==> src/rtl/stopwatch_pkg.sv <==
// Shared definitions for the stopwatch control slice: FSM state encoding
// and the meaning of the display page bit.
package stopwatch_pkg;

  typedef enum logic [1:0] {
    IDLE  = 2'd0,
    RUN   = 2'd1,
    PAUSE = 2'd2,
    LAP   = 2'd3
  } state_t;

  // Page 0 shows the seconds pair, page 1 the centiseconds pair.
  localparam logic PAGE_SECONDS = 1'b0;
  localparam logic PAGE_CENTIS  = 1'b1;

  // True for the states in which time is advancing.
  function automatic logic isRunning(input state_t s);
    return (s == RUN) || (s == LAP);
  endfunction

endpackage

==> src/rtl/stopwatch_prescaler.sv <==
// Divides the system clock down to the 0.01 s count enable. The count only
// advances while enabled, so a pause keeps the sub-tick fraction intact.
module stopwatch_prescaler #(
  parameter int CENTISECOND = 250_000
) (
  input  logic i_Clk,
  input  logic i_Reset,
  input  logic i_Enable,
  input  logic i_Clear,
  output logic o_Tick
);

  localparam int CNT_W = (CENTISECOND > 2) ? $clog2(CENTISECOND) : 1;
  localparam logic [CNT_W-1:0] LAST = CNT_W'(CENTISECOND - 1);

  logic [CNT_W-1:0] r_Count;
  logic             r_Tick;

  // Count 0..CENTISECOND-1 while enabled and emit a registered tick on wrap;
  // clear wins so the fraction restarts from zero.
  always_ff @(posedge i_Clk or posedge i_Reset) begin
    if (i_Reset) begin
      r_Count <= '0;
      r_Tick  <= 1'b0;
    end else if (i_Clear) begin
      r_Count <= '0;
      r_Tick  <= 1'b0;
    end else if (i_Enable) begin
      if (r_Count == LAST) begin
        r_Count <= '0;
        r_Tick  <= 1'b1;
      end else begin
        r_Count <= r_Count + CNT_W'(1);
        r_Tick  <= 1'b0;
      end
    end else begin
      r_Tick <= 1'b0;
    end
  end

  assign o_Tick = r_Tick;

endmodule

==> src/rtl/stopwatch_ctrl.sv <==
// Stopwatch control: start/pause/lap/clear FSM, lap freeze register,
// display page select and the registered digit-pair mux.
module stopwatch_ctrl
  import stopwatch_pkg::*;
#(
  parameter int CENTISECOND = 250_000
) (
  input  logic        i_Clk,
  input  logic        i_Reset,
  input  logic        i_Start_Stop,
  input  logic        i_Lap_Clear,
  input  logic        i_Page,
  input  logic [15:0] i_Time_BCD,
  output logic        o_Tick,
  output logic        o_Clear,
  output logic [7:0]  o_Digits,
  output logic [1:0]  o_State,
  output logic        o_Page
);

  state_t      r_State;
  state_t      w_NextState;
  logic        w_Capture;
  logic        w_ClearNext;
  logic        w_PrescEnable;
  logic        w_PrescClear;
  logic [15:0] r_Lap;
  logic        r_Clear;
  logic        r_Page;
  logic [7:0]  r_Digits;
  logic [15:0] w_Source;
  logic [7:0]  w_Selected;

  // State register.
  always_ff @(posedge i_Clk or posedge i_Reset) begin
    if (i_Reset) r_State <= IDLE;
    else         r_State <= w_NextState;
  end

  // Next-state decode; Start_Stop takes priority so a simultaneous Lap_Clear
  // neither captures nor clears.
  always_comb begin
    w_NextState = r_State;
    w_Capture   = 1'b0;
    w_ClearNext = 1'b0;
    case (r_State)
      IDLE: begin
        if (i_Start_Stop)     w_NextState = RUN;
        else if (i_Lap_Clear) w_ClearNext = 1'b1;
      end
      RUN: begin
        if (i_Start_Stop) begin
          w_NextState = PAUSE;
        end else if (i_Lap_Clear) begin
          w_NextState = LAP;
          w_Capture   = 1'b1;
        end
      end
      LAP: begin
        if (i_Start_Stop)     w_NextState = PAUSE;
        else if (i_Lap_Clear) w_NextState = RUN;
      end
      PAUSE: begin
        if (i_Start_Stop) begin
          w_NextState = RUN;
        end else if (i_Lap_Clear) begin
          w_NextState = IDLE;
          w_ClearNext = 1'b1;
        end
      end
      default: w_NextState = IDLE;
    endcase
  end

  // The prescaler only advances on edges where time is running both before
  // and after, so the edge that pauses never produces a tick and the edge
  // that resumes does not count. Going to IDLE zeroes the fraction.
  assign w_PrescEnable = isRunning(r_State) && isRunning(w_NextState);
  assign w_PrescClear  = (w_NextState == IDLE);

  stopwatch_prescaler #(
    .CENTISECOND(CENTISECOND)
  ) u_prescaler (
    .i_Clk   (i_Clk),
    .i_Reset (i_Reset),
    .i_Enable(w_PrescEnable),
    .i_Clear (w_PrescClear),
    .o_Tick  (o_Tick)
  );

  // Lap register freezes the live time on entry to LAP.
  always_ff @(posedge i_Clk or posedge i_Reset) begin
    if (i_Reset)        r_Lap <= 16'h0000;
    else if (w_Capture) r_Lap <= i_Time_BCD;
  end

  // Single-cycle datapath clear, registered alongside the state change.
  always_ff @(posedge i_Clk or posedge i_Reset) begin
    if (i_Reset) r_Clear <= 1'b0;
    else         r_Clear <= w_ClearNext;
  end

  // Page toggle runs independently of the FSM.
  always_ff @(posedge i_Clk or posedge i_Reset) begin
    if (i_Reset) r_Page <= PAGE_SECONDS;
    else         r_Page <= r_Page ^ i_Page;
  end

  assign w_Source   = (r_State == LAP) ? r_Lap : i_Time_BCD;
  assign w_Selected = (r_Page == PAGE_CENTIS) ? w_Source[7:0] : w_Source[15:8];

  // Registered digit pair for the segment encoders.
  always_ff @(posedge i_Clk or posedge i_Reset) begin
    if (i_Reset) r_Digits <= 8'h00;
    else         r_Digits <= w_Selected;
  end

  assign o_Clear  = r_Clear;
  assign o_Page   = r_Page;
  assign o_Digits = r_Digits;
  assign o_State  = r_State;

endmodule

==> config.mk <==
export PLATFORM = sky130hd
export DESIGN_NAME = stopwatch_ctrl
export DESIGN_NICKNAME = d
export VERILOG_FILES = /design/src/rtl/stopwatch_pkg.sv /design/src/rtl/stopwatch_prescaler.sv /design/src/rtl/stopwatch_ctrl.sv
export SDC_FILE = /design/constraint.sdc
export NUM_CORES = 1
export LEC_CHECK = 0
export ABC_CLOCK_PERIOD_IN_PS = 4700
export CAP_MARGIN = 0
export CORE_MARGIN = 1
export CORE_UTILIZATION = 35
export DETAILED_ROUTE_END_ITERATION = 16
export PLACE_DENSITY_LB_ADDON = 0.1
export SLEW_MARGIN = 0
export SYNTH_ARGS = -nofsm -noshare
export SYNTH_HDL_FRONTEND = slang
export SYNTH_SLANG_ARGS = --single-unit
==> constraint.sdc <==
create_clock -name i_Clk -period 4.7 [get_ports i_Clk]
set_input_delay 0.47 -clock i_Clk [delete_from_list [all_inputs] [get_ports i_Clk]]
set_output_delay 0.47 -clock i_Clk [all_outputs]
set_load 0.02 [all_outputs]
==> results of run 1 <==
==> synth_stat cells (all sizes together) <==
library cell,n
nor3,2
nand3,9
xor2,12
o21bai,1
nor2b,2
mux2,16
nor3b,3
o211ai,1
a21oi,2
o21a,1
inv,3
nand4,6
o21ai,4
nand2b,4
nor2,17
or3,1
a31oi,1
nor4,4
dfrtp,47
mux4,8
or2,1
nand2,14
nor4b,2
clkbuf,1
ha,1
a41oi,1
xnor2,2
buf,7
and3,3
or4b,1
==> routing by layer <==
layer | up-vias | wire length [um]
li1 | 693 | -
met3 | 9 | 155
met2 | 27 | 1900
met1 | 698 | 1880
met4 | 0 | 68
met5 | - | 0
==> cells by family (layout without fill, tap and decap cells) <==
group           after synthesis  in the layout  share of synthesized area
flops                        47             47                      0.537
fa+ha+maj                     1              1                    0.00571
buf+inv                      11             45                     0.0257
xor+xnor                     14             14                     0.0559
compound gates               11             11                     0.0331
simple gates                 69             69                      0.179
mux                          24             24                      0.164
==> cell type report <==
class                   count  area share
clock buffers               6      0.0268
well taps                  75      0.0346
multi-input cells         119       0.354
clock inverters             2      0.0222
repair buffers             34       0.125
flip-flops and latches     47       0.434
inverters                   3     0.00415
==> stage by stage <==
step	power [mW]	util	instances	setup slack, ns
2_1_floorplan	0.913	-	177	2.95
3_3_place_gp	1.07	0.430	278	2.32
3_5_place_dp	1.08	0.430	278	2.24
4_1_cts	1.43	0.453	286	2.36
5_1_grt	1.51	0.453	286	2.10
6_report	1.41	0.453	286	2.40
==> flip-flops by register name (all words and copies together) (netlist names) <==
signal	cells
o_Page	1
o_Clear	1
o_Digits	8
r_Lap	16
o_State	2
u_prescaler.r_Count	18
u_prescaler.o_Tick	1
==> cells in the final DEF (no fill, tap or decap), drive strengths merged, types with 2 or more instances in the layout <==
cell	count
nor3b	3
nor2b	2
nor4b	2
nor4	4
xnor2	2
bufinv	2
clkdlybuf4s50	33
mux4	8
dfrtp	47
nor2	17
nand2b	4
nand4	6
nand3	9
clkbuf	6
and3	3
inv	3
nand2	14
xor2	12
a21oi	2
nor3	2
mux2	16
o21ai	4
==> critical path, delay by kind of cell, from the launching register on <==
| family | cells | cell delay, ns |
|---|---|---|
| AND/OR/NAND/NOR | 4 | 0.82 |
| AO/OA/AOI/OAI | 1 | 0.72 |
| adder cells (fa/ha/maj) | 1 | 0.19 |
| flip-flops | 1 | 0.43 |
==> path summary, 6_finish.rpt <==
kind                                             start                       to  slack, ns  cells past startpoint
worst min register to register                r_Lap[2]                 r_Lap[2]       0.48                      1
max in group asynchronous                      i_Reset       u_prescaler.o_Tick       3.40                      2
worst max register to register  u_prescaler.r_Count[0]  u_prescaler.r_Count[15]       2.40                      6
worst min-delay path                          r_Lap[2]                 r_Lap[2]       0.48                      1
worst max-delay path            u_prescaler.r_Count[0]  u_prescaler.r_Count[15]       2.40                      6
min in group asynchronous                      i_Reset                r_Lap[15]       0.71                      2
==> power by group <==
group	leakage [nW]	internal [mW]	total, mW	switching [mW]
Combinational	0.482	0.247	0.436	0.188
Sequential	0.595	0.537	0.628	0.0911
Clock	0.0654	0.213	0.346	0.133
==> results.yml, run 1 <==
clock_network:
  post_cts_resized: 0
  clockRootBuffer: "clkbuf_8"
  clk_pin_slew_ns: 0.09
  clk_path_buf_depth: 2
  clock_latency_ns: 0.29
  tritoncts: "yes"
  postCtsSetupRepairBufs: 0
  clock_sinks: 47
  cts_hold_buffers: 0
  cts_buffers: 5
  cts_max_level: 2
status:
  status: "finished clean"
power_and_ir_drop:
  powerDensity_nw_per_um2: 520
  ir_drop_uv: 206
  leakage_nw: 1.14
grt:
  met2_usage: 0.229
  met1_usage: 0.172
  grt_pass1_wl_um: 6840
  grt.total_usage: 0.139
  grt-busiest-layer: "met2"
  grt_antenna_before_repair: 0
  grt_pass1_vias: 1460
  grt_max_degree: 48
  use_met3: 0.0393
  overflow: 0
final_layout:
  fin_area_um2: 2710
  n_antenna_cell: 0
  area_growth_syn_to_layout_pct: 23.7
  regArea_um2: 1180
  final_layout_size_suffix_gt1_frac: 0.109
  fill_cells: 552
  nNetsFinal: 232
  multi_input_area_um2: 960
route:
  ant_nets: 0
  wl_um: 4010
  wl_per_cell_um: 14.0
  vias_per_cell: 4.99
  dr_total_vias: 1427
  dr.pass1.iters: 4
  drcViolationCount: 0
  drt_iter0_drc: 28
setup_path:
  max_stage_delay_ns: 0.72
  required_ns: 4.85
  path_cells: "ha_1 -> nand3_1 -> nor4_1 -> nand3_1 -> o21bai_1 -> nor2_1"
  crit_top_cell: "nand3_1"
  critPathMaxFanout: 11
  cp.arrival_ns: 2.45
  cp_slowest_cell: "o21bai_1"
  setup.worst_path.end_class: "flip-flop"
  critPathKind: "flip-flop to flip-flop"
  start_kind: "flip-flop"
sta:
  worst_pin_slew_ns: 0.957
  clock.fmax_ghz: 0.435
  rsz0062_at_grt: "false"
  finalSetupTns_ns: 0
  post-route-period-util: 0.490
  drv_slew: 0
  fin_crit_ns: 2.30
  setup_viol: 0
  relSlewSlack: 0.361
  fin_skew_ns: 0.00433
  whs_ns: 0.485
  final-hold-violation-count: 0
synth:
  postSynthAreaPerCell_um2: 12.4
  yosysTopAreaCell: "dfrtp_1"
  yosysWarnings: 0
  syn_inst: 177
  synth_nets: 199
  synth_top_area_frac: 0.537
  ys_types: 36
  yosysSeqAreaShare: 0.537
  synth.area.top_cells: "dfrtp_1 54%, mux2_1 8.2%, mux4_2 8.2%"
  synthesis.area_um2: 2190
  ys_seq_elements: 47
placed_design:
  hpwlAfterDp_um: 2900
  place_area_um2: 2580
  gp_congestion: 0.788
  port_buffers: 33
floorplanning:
  core_um2: 5990
  row_count: 28
  fp.dieW_um: 81.1
  die_h_um: 81.1
  fp.dieArea_um2: 6580
  start_util: 0.366
  io_pins: 34
run:
  max-cap-violations: 0
hold_path:
  hold_class: "flip-flop to flip-flop"
No activity file was read; power rests on OpenSTA's default activity.
==> run 2: changes to the inputs <==
Settings changed: ABC_CLOCK_PERIOD_IN_PS 4700 to 2100.
Clock period 4.7 ns to 2.1 ns, I/O delays scaled along.
==> run 2 against run 1 <==
Against the previous run:
- flip-flop and latch count stayed put
- first-iteration DRC count up 100%
- clock power grew 67%
- count of clock-buffer cells in the layout unchanged
- design area increased by 1.9%
- critical path type is now flip-flop to primary output
- die area unchanged
- via count grew 4.4%
- non-clock buffer count up 8
- sequential share of layout area down 0.81 points
- final cell count up 2.8%
- critical endpoint is now o_Page
- global-route usage up 1.3 points
==> results.yml, run 2 (synthesized netlist as in run 1, its figures left out) <==
status:
  status: "finished clean"
sta:
  finalSetupTns_ns: 0
  worst_pin_slew_ns: 0.552
  fin_skew_ns: 0.00798
  clock.fmax_ghz: 0.542
  fin_crit_ns: 1.85
  drv_slew: 0
  rsz0062_at_grt: "false"
  final-hold-violation-count: 0
  post-route-period-util: 0.879
  relSlewSlack: 0.631
  setup_viol: 0
clock_network:
  tritoncts: "yes"
  cts_max_level: 2
  clk_pin_slew_ns: 0.09
  cts_hold_buffers: 0
  post_cts_resized: 0
  postCtsSetupRepairBufs: 0
  clockRootBuffer: "clkbuf_8"
  clk_path_buf_depth: 2
  clock_sinks: 47
  cts_buffers: 5
  clock_latency_ns: 0.30
setup_path:
  critPathKind: "flip-flop to primary output"
  critPathTopFamily: "buffers and inverters"
  max_stage_delay_ns: 0.69
  cp_slowest_cell: "clkdlybuf4s50_1"
  cp_num_buf_inv: 1
  setup.worst_path.end_class: "primary output"
  r2r_cells: 7
  cp.arrival_ns: 1.64
  required_ns: 1.89
  worst-path-stages: 1
  critPathMaxFanout: 10
  start_kind: "flip-flop"
  path_cells: "clkdlybuf4s50_1"
power_and_ir_drop:
  ir_drop_uv: 629
  powerDensity_nw_per_um2: 1090
  leakage_nw: 1.17
floorplanning:
  row_count: 28
  fp.dieW_um: 81.1
  start_util: 0.366
  core_um2: 5990
  io_pins: 34
  die_h_um: 81.1
  fp.dieArea_um2: 6580
placed_design:
  port_buffers: 33
  gp_congestion: 0.798
  hpwlAfterDp_um: 3190
run:
  max-cap-violations: 0
route:
  dr_total_vias: 1490
  drt_iter0_drc: 57
  dr.pass1.iters: 4
  drcViolationCount: 0
  wl_per_cell_um: 14.7
  ant_nets: 0
  vias_per_cell: 5.07
  wl_um: 4330
final_layout:
  n_antenna_cell: 0
  layout_common_cells: "47 x dfrtp_1, 33 x clkdlybuf4s50_1, 17 x nor2_1"
  final_util: 0.461
  final_layout_size_suffix_gt1_frac: 0.146
  largest_register: "u_prescaler.r_Count"
  mostFrequentLayoutCell: "dfrtp_1"
  nNetsFinal: 240
  largest_reg_flops: 18
  area_growth_syn_to_layout_pct: 26.0
  fill_cells: 551
grt:
  grt_max_degree: 27
  overflow: 0
  grt.total_usage: 0.152
  grt_pass1_vias: 1578
  grt_antenna_before_repair: 0
  grt_pass1_wl_um: 7430
hold_path:
  hold_class: "input port to async pin"
[run 2: cell count changes in the layout (fill, tap and decap cells not counted), sizes merged]
cell      change
buf           +8
bufinv        -2
clkinv        +1
clkinvlp      +1
[run 2: layout make-up]
class | instances | area, um2 | share of cell area
Inverter | 3 | 11.3 | 0.00408
Sequential cell | 47 | 1180 | 0.426
Tap cell | 75 | 93.8 | 0.0340
Clock buffer | 6 | 82.6 | 0.0299
Timing Repair Buffer | 42 | 423 | 0.153
Multi-Input combinational cell | 119 | 960 | 0.347
Clock inverter | 2 | 16.3 | 0.00589
[run 2: metrics by stage]
step                      area (um2)  hold WS, ns  setup slack (ns)  std cells  total power [mW]
final                           2760        0.256             0.254        294              3.00
after global routing            2760        0.306             0.101        294              3.23
after CTS                       2760        0.263             0.191        294              3.06
after detailed placement        2660        0.473             0.193        286              2.47
after global placement          2660        0.462             0.240        286              2.42
after floorplan                 2190        0.297             0.420        177              2.04
[run 2: power breakdown]
part | total [mW] | switching (mW) | internal, mW
logic | 1.01 | 0.435 | 0.579
clock network | 0.579 | 0.310 | 0.269
registers | 1.41 | 0.208 | 1.20
[run 2: per-layer routing]
metal / track usage / wire length [um]
met3: 0.0371 / 174
met4: 0.0661 / 45
met2: 0.249 / 2110
met1: 0.191 / 2000
met5: 0 / 0
[run 2: path summary, 6_finish.rpt]
path | from | to | slack [ns]
setup / recovery | o_Page | o_Page | 0.25
hold / removal | i_Reset | o_Digits[7] | 0.26
setup reg to reg | u_prescaler.r_Count[0] | u_prescaler.r_Count[9] | 0.31
hold reg to reg | r_Lap[0] | r_Lap[0] | 0.49
max in group asynchronous | i_Reset | u_prescaler.r_Count[9] | 1.32
min in group i_Clk | i_Page | o_Page | 0.48
==> run 3: changes to the inputs <==
Settings changed: CAP_MARGIN 0 to 5, SLEW_MARGIN 0 to unset.
==> results of run 3 <==
Final layout, timing and power as in run 2 (identical DEF).
